### config.mk
export PLATFORM = sky130hd
export DESIGN_NAME = tie_release_seq
export DESIGN_NICKNAME = d
export VERILOG_FILES = /design/src/rtl/tie_release_seq.sv
export SDC_FILE = /design/constraint.sdc
export NUM_CORES = 1
export LEC_CHECK = 0
export ABC_AREA = 1
export BUFFER_PORTS_ARGS = -buffer_cell sky130_fd_sc_hd__buf_2
export CAP_MARGIN = 20
export CORE_MARGIN = 3
export CORE_UTILIZATION = 56
export DETAILED_ROUTE_END_ITERATION = 16
export GPL_TIMING_DRIVEN = 0
export PLACE_DENSITY = 0.8
export SYNTH_ARGS = -nofsm -noshare
export SYNTH_HDL_FRONTEND = slang
export SYNTH_SLANG_ARGS = --single-unit
### constraint.sdc
create_clock -name ck -period 1.6 [get_ports ck]
set_clock_uncertainty 0.2 [all_clocks]
set_input_delay 0.08 -clock ck [delete_from_list [all_inputs] [get_ports ck]]
set_output_delay 0.08 -clock ck [all_outputs]
set_load 0.05 [all_outputs]
### src/rtl/tie_release_seq.sv
// Power-up release sequencer: qualifies the tie-high level through a sync chain,
// then raises NDOM enables one at a time. Optional ack timeout: TIE_RELEASE_SEQ_TIMEOUT_EN.
module tie_release_seq #(
    parameter int STAGES = 3,
    parameter int NDOM   = 4,
    parameter int HOLD   = 8,
    parameter int TMO    = 64
) (
    input  logic            ck,
    input  logic            nrst,
    input  logic            one,
    input  logic [NDOM-1:0] ack,
    output logic [NDOM-1:0] en,
    output logic            done,
    output logic            err
);

    localparam int CMAX = (HOLD > TMO) ? HOLD : TMO;
    localparam int CW   = $clog2(CMAX + 1);
    localparam int IW   = (NDOM > 1) ? $clog2(NDOM) : 1;

    localparam logic [CW-1:0]   HOLD_LD  = CW'(HOLD);
    localparam logic [CW-1:0]   CNT_ONE  = CW'(1);
    localparam logic [CW-1:0]   CNT_ZERO = {CW{1'b0}};
    localparam logic [IW-1:0]   IDX_ONE  = IW'(1);
    localparam logic [IW-1:0]   IDX_LAST = IW'(NDOM - 1);
    localparam logic [IW-1:0]   IDX_ZERO = {IW{1'b0}};
    localparam logic [NDOM-1:0] EN_LSB   = NDOM'(1'b1);
    localparam logic [NDOM-1:0] EN_ZERO  = {NDOM{1'b0}};
`ifdef TIE_RELEASE_SEQ_TIMEOUT_EN
    localparam logic [CW-1:0]   TMO_LD   = CW'(TMO);
`endif

    typedef enum logic [2:0] {
        S_SYNC  = 3'd0,
        S_HOLD  = 3'd1,
        S_WACK  = 3'd2,
        S_DONE  = 3'd3,
        S_FAULT = 3'd4
    } state_t;

    state_t            state_r, state_s;
    logic [STAGES-1:0] sync_r;
    logic [IW-1:0]     idx_r, idx_s;
    logic [CW-1:0]     cnt_r, cnt_s;
    logic [NDOM-1:0]   en_r, en_s;
    logic              done_r, done_s;
    logic              err_r, err_s;
    logic              q_ok_s;
    logic              ack_cur_s;

    assign q_ok_s    = &sync_r;
    assign ack_cur_s = ack[idx_r];

    // Next-state, counter, index and output decode.
    always_comb begin
        state_s = state_r;
        idx_s   = idx_r;
        cnt_s   = cnt_r;
        en_s    = en_r;
        done_s  = done_r;
        err_s   = err_r;
        // Losing the tie level re-sequences from scratch; FAULT ignores it.
        if (!q_ok_s && (state_r == S_HOLD || state_r == S_WACK || state_r == S_DONE)) begin
            state_s = S_SYNC;
            idx_s   = IDX_ZERO;
            cnt_s   = CNT_ZERO;
            en_s    = EN_ZERO;
            done_s  = 1'b0;
        end else begin
            case (state_r)
                S_SYNC: begin
                    if (q_ok_s) begin
                        cnt_s   = HOLD_LD;
                        state_s = S_HOLD;
                    end else begin
                        state_s = S_SYNC;
                    end
                end
                S_HOLD: begin
                    if (cnt_r == CNT_ONE) begin
                        en_s    = en_r | (EN_LSB << idx_r);
`ifdef TIE_RELEASE_SEQ_TIMEOUT_EN
                        cnt_s   = TMO_LD;
`else
                        cnt_s   = CNT_ZERO;
`endif
                        state_s = S_WACK;
                    end else if (cnt_r != CNT_ZERO) begin
                        cnt_s = cnt_r - CNT_ONE;
                    end else begin
                        cnt_s = CNT_ZERO;
                    end
                end
                S_WACK: begin
                    if (ack_cur_s) begin
                        if (idx_r == IDX_LAST) begin
                            done_s  = 1'b1;
                            state_s = S_DONE;
                        end else begin
                            idx_s   = idx_r + IDX_ONE;
                            cnt_s   = HOLD_LD;
                            state_s = S_HOLD;
                        end
                    end
`ifdef TIE_RELEASE_SEQ_TIMEOUT_EN
                    // An ack on the expiring edge still wins over the fault.
                    else if (cnt_r <= CNT_ONE) begin
                        state_s = S_FAULT;
                        cnt_s   = CNT_ZERO;
                        en_s    = EN_ZERO;
                        done_s  = 1'b0;
                        err_s   = 1'b1;
                    end else begin
                        cnt_s = cnt_r - CNT_ONE;
                    end
`else
                    else begin
                        state_s = S_WACK;
                    end
`endif
                end
                S_DONE: begin
                    state_s = S_DONE;
                end
                S_FAULT: begin
                    en_s   = EN_ZERO;
                    done_s = 1'b0;
                    err_s  = 1'b1;
                end
                default: begin
                    state_s = S_SYNC;
                    idx_s   = IDX_ZERO;
                    cnt_s   = CNT_ZERO;
                    en_s    = EN_ZERO;
                    done_s  = 1'b0;
                    err_s   = 1'b0;
                end
            endcase
        end
    end

    // State, sync chain and registered outputs with synchronous reset.
    always_ff @(posedge ck) begin
        if (!nrst) begin
            sync_r  <= {STAGES{1'b0}};
            state_r <= S_SYNC;
            idx_r   <= IDX_ZERO;
            cnt_r   <= CNT_ZERO;
            en_r    <= EN_ZERO;
            done_r  <= 1'b0;
            err_r   <= 1'b0;
        end else begin
            sync_r  <= {sync_r[STAGES-2:0], one};
            state_r <= state_s;
            idx_r   <= idx_s;
            cnt_r   <= cnt_s;
            en_r    <= en_s;
            done_r  <= done_s;
            err_r   <= err_s;
        end
    end

    assign en   = en_r;
    assign done = done_r;
    assign err  = err_r;

endmodule

-- After elaboration in Yosys (flattened, before gate mapping)
Cells that the tools add are included.
- bits in registers: 21
- bits of input ports: 7
- output and inout bits: 6
- logic and storage cells: 72
- add/subtract/negate cells: 2
- order comparisons: 1
- equality and inequality tests: 11
- shift-type cells: 1
- mux-type cells: 22
- bitwise gates (word level): 9
- reductions and logical operators: 19
- operators with widths (cell ; number):
    $mux W7 ; 5
    $pmux W7 S4 ; 1
    $pmux W3 S5 ; 1
    $reduce_and A3 Y1 ; 3
    $not A1 Y1 ; 8
    $pmux W4 S2 ; 1
    $reduce_or A4 Y1 ; 2
    $eq A7 B1 Y1 const B ; 1
    $reduce_bool A7 Y1 ; 1
    $sub A7 B1 Y7 const B ; 1
    $eq A3 B2 Y1 const B ; 2
    $mux W2 ; 3
    $mux W3 ; 2
    $ne A2 B2 Y1 const B ; 3
    $reduce_and A2 Y1 ; 3
    $reduce_or A3 Y1 ; 2
    $mux W1 ; 4
    $mux W4 ; 1
    $ne A2 B1 Y1 const B ; 2
    $or A4 B4 Y4 ; 1
    $pmux W1 S2 ; 2
    $pmux W2 S2 ; 1
    $reduce_and A4 Y1 ; 1
    $reduce_or A2 Y1 ; 2
    other kinds (11) ; 12

-- Logic depth before layout (Yosys ltp)
- depth after elaboration: 6
- gate-level depth with buffers: 11
- gate-level depth less buffers: 11

-- Worst setup path after synthesis
No wires, ideal clock.
- path type: register to register
- from: reg cnt_r[0]
- to: reg cnt_r[0]
- arrival time: 1.189 ns
- path slack: 0.147 ns
- stages on the path, launching flop included: 10
- buffers on the path: 0
- cell sequence: dfxtp_1 > inv_1 > ha_1 > nand3_1 > inv_1 > nand2_1 > nand3_1 > nor2_1 > nor2_1 > nor2_1
- longest elaborated chain between the ends: 4
- elaborated cells on any way between the ends: 6
- ends and longest elaborated chain (item ; line ; text):
    start, declared ; 45 ; logic [CW-1:0] cnt_r, cnt_s;
    start signal, assigned ; 157 ; cnt_r <= cnt_s;
    $sub A7 B1 Y7 / $reduce_bool A7 Y1 (equally long branches) ; 90, 89 ;
    $mux W7 ; 89 ; end else if (cnt_r != CNT_ZERO) begin
    $mux W7 (*) ; 81 ; if (cnt_r == CNT_ONE) begin
    $pmux W7 S4 (*) ; 71 ; case (state_r)
Every way passes the cells marked *; elsewhere a longest branch is shown, timed or not.
A chain may end at the register's enable or synchronous reset.

-- Worst setup path after layout
- from: reg cnt_r[1]
- to: reg cnt_r[3]
Same word-level chain as after synthesis.

==> results.toml <==
[drt]
wl_per_cell_um = 11.6
dr.first_iter.drc_count = 26
dr.pass1.iters = 5
drt-total-wl_um = 2360
drtAntennaViolNets = 0
vias = 1034
drc = 0
viasPerCell = 5.07

[die]
coreArea_um2 = 1760
boundaryPins = 13
die_w_um = 49.8
design.die.area_um2 = 2480
fp.dieH_um = 49.8
start_util_pct = 60.9
core.rowCount = 15

[timing]
fin_crit_sh_pct = 94.9
period_needed_ns = 1.52
setup_violations = 0
hold_viol_final = 0
fin_setup_tns_ns = 0
clock.fmax_ghz = 0.658
worst_slack_ns = 0.0810
slew_viol_final = 0
rsz0062_at_grt = "true"

[cts]
cts_tree = "built"
cts_root_buf = "clkbuf_4"
cts_made_buffers = 3
clk_latency_ns = 0.30
clockBufferDepth = 2
clkSinkCount = 19
clk_pin_slew_ns = 0.11
htree_num_levels = 1

[logic_synthesis]
ys_seq_elements = 19
yosysWarnings = 0
synth.avg_cell_area_um2 = 6.76
yosysSeqAreaShare_pct = 35.4
synth_flop_cell = "dfxtp_1"
yosys.area.top_type = "dfxtp_1"
syn_inst = 159
yosysMostFrequentCell = "nand2_1"
syn_nets = 172
async_flop_share_pct = 0
synth_top_area_share_pct = 35.4
synth_common_cells = "38 x nand2_1, 26 x nor2_1, 23 x inv_1"
yosys.cell_types.count = 22
syn_area_um2 = 1070
synth_edf_count = 0
synthTopCellsByArea = "dfxtp_1 35%, nand2_1 13%, nor2_1 9.1%, inv_1 8.0%, ha_1 7.0%"

[critical_path]
rrSetupSlack_ns = 0.08
timing.rr.end = "cnt_r[3]$_SDFFE_PP0P_"
path_max_fanout = 4
required_ns = 1.61
cp-start-kind = "flop"
cp_slowest_cell = "dfxtp_2"
worstSetupEndpointType = "flop"
critical_path.max_stage_delay_ns = 0.35
rr_startpoint = "cnt_r[1]$_SDFFE_PP0P_"
crit_chain = "inv_1, ha_1, inv_1, nor2_2, nand3_4, nand2_2, nor2_2, nand2_1, nand2_1, nor2_1, nor2_1"
cp_data_arrival_time_ns = 1.53
reg2reg_depth = 11
critPathKind = "reg -> reg"

[place]
post-dp-hpwl_um = 1670
gp_congestion = 0.850
place_ws_ns = -0.0558
port_buffers = 11
dp.cells = 195

[run]
cap_viol_max_count = 0

[global_routing]
antenna_found_initial = 0
grt_pass1_wl_um = 3930
grt_usage_pct = 20.4
grt_max_degree = 12
grt_overflow_total = 0
grt_pass1_vias = 939

[power]
p_total_mw = 0.781
pwr-share-comb_pct = 7.4
p_int_mw = 0.593
power.density_nw_per_um2 = 605
p_leak_nw = 0.597
switching_share_pct = 24.1
switching_power_mw = 0.188
p_seq_share_pct = 61.2
ir_drop_mv = 0.579
pwr-share-clk_pct = 31.3

[finish]
diodes = 0
syn2layout_area_growth_pct = 20.1
drive_gt1_share_pct = 25.7
nNetsFinal = 193
stdcell_count = 204

[hold_path]
hold_depth = 5
hp-class = "in -> reg"
hp-start = "ack[2]"
hold_end = "state_r[0]$_SDFFE_PP0P_"

[run_status]
status = "finished, final reports clean"
[flip-flops by register name, summed over array words and instances (netlist names)]
signal and cells:
state_r 2, sync_r 3, done 1, idx_r 2
en 4, cnt_r 7
[final cells by class]
class / count / area (um2)
well taps: 25 / 31.3
plain buffers: 2 / 18.8
clock buffers: 3 / 22.5
fillers: 169 / 473
clock inverters: 1 / 5.00
inverters: 25 / 96.3
multi-input cells: 113 / 629
flip-flops and latches: 19 / 388
repair buffers: 16 / 100
[layer usage]
metal	global-route usage (%)	vias up	wire length, um
met2	35.2	16	1250
met1	24.4	474	960
met3	3.63	6	83
li1	-	538	-
met4	9.22	0	61
met5	0	-	0
[per-stage QoR]
step | utilization, % | area [um2] | hold WS (ns)
floorplan | - | 1070 | -0.0265
global placement | 65.8 | 1160 | 0.0627
detailed placement | 65.8 | 1160 | 0.0726
CTS | 69.5 | 1230 | 0.0727
global route | 73.2 | 1290 | 0.134
finish | 73.2 | 1290 | 0.0669
[power groups by stage]
| stage | clock [mW] | combinational (mW) | sequential [mW] |
|---|---|---|---|
| floorplan | 0 | 0.0306 | 0.490 |
| global placement | 0 | 0.0439 | 0.490 |
| detailed placement | 0 | 0.0451 | 0.490 |
| CTS | 0.254 | 0.0512 | 0.480 |
| global route | 0.269 | 0.0648 | 0.479 |
| finish | 0.245 | 0.0581 | 0.478 |
[cell families after synthesis]
| family | after synthesis | share of synthesized area [%] |
|---|---|---|
| and+or+nand+nor | 87 | 36.9 |
| buffers and inverters | 27 | 10.5 |
| DFF | 19 | 35.4 |
| AOI/OAI and AO/OA | 18 | 9.08 |
| adders and majority gates | 6 | 6.98 |
| xor gates and xnor gates | 1 | 0.815 |
| other | 1 | 0.349 |
[cell usage in the layout, fill, tap and decap left out, drive strengths merged]
| cell type | synthesis | final |
|---|---|---|
| ha | 6 | 6 |
| dlygate4sd3 | 0 | 3 |
| nand3 | 14 | 14 |
| buf | 2 | 15 |
| inv | 25 | 25 |
| a31oi | 1 | 1 |
| conb | 1 | 1 |
| nand2 | 40 | 40 |
| xnor2 | 1 | 1 |
| dfxtp | 19 | 19 |
| clkbuf | 0 | 3 |
| nor2 | 30 | 30 |
| clkinv | 0 | 1 |
| nand4 | 3 | 3 |
| a21oi | 9 | 9 |
| o21ai | 7 | 7 |
| a21boi | 1 | 1 |
[repair_timing]
item | in CTS | in global routing
setup endpoints to repair | 3 | 14
resized for setup | 3 | 19
hold buffers | 3 | 0
pin swaps | 0 | 2
buffers inserted | 0 | 2
hold endpoints to repair | 11 | 0
[worst max-delay path: cells and delay by family, from the launching register on]
kind | cells | cell delay [ns]
buffers and inverters | 2 | 0.12
flip-flops | 1 | 0.35
AND/OR/NAND/NOR | 8 | 0.62
adder cells (fa/ha/maj) | 1 | 0.14
[how the worst max path moves through the flow]
stage	start	end	slack, ns	cells past startpoint
after global routing	cnt_r[1]$_SDFFE_PP0P_	cnt_r[3]$_SDFFE_PP0P_	-0.04	11
after floorplan	cnt_r[0]$_SDFFE_PP0P_	cnt_r[0]$_SDFFE_PP0P_	0.15	9
after global placement	cnt_r[0]$_SDFFE_PP0P_	cnt_r[5]$_SDFFE_PP0P_	-0.003	9
after detailed placement	cnt_r[0]$_SDFFE_PP0P_	cnt_r[0]$_SDFFE_PP0P_	-0.06	9
after CTS	state_r[1]$_SDFFE_PP0P_	idx_r[1]$_SDFFE_PP0P_	0.01	6
final	cnt_r[1]$_SDFFE_PP0P_	cnt_r[3]$_SDFFE_PP0P_	0.08	11
(Power assumes the default switching activity.)
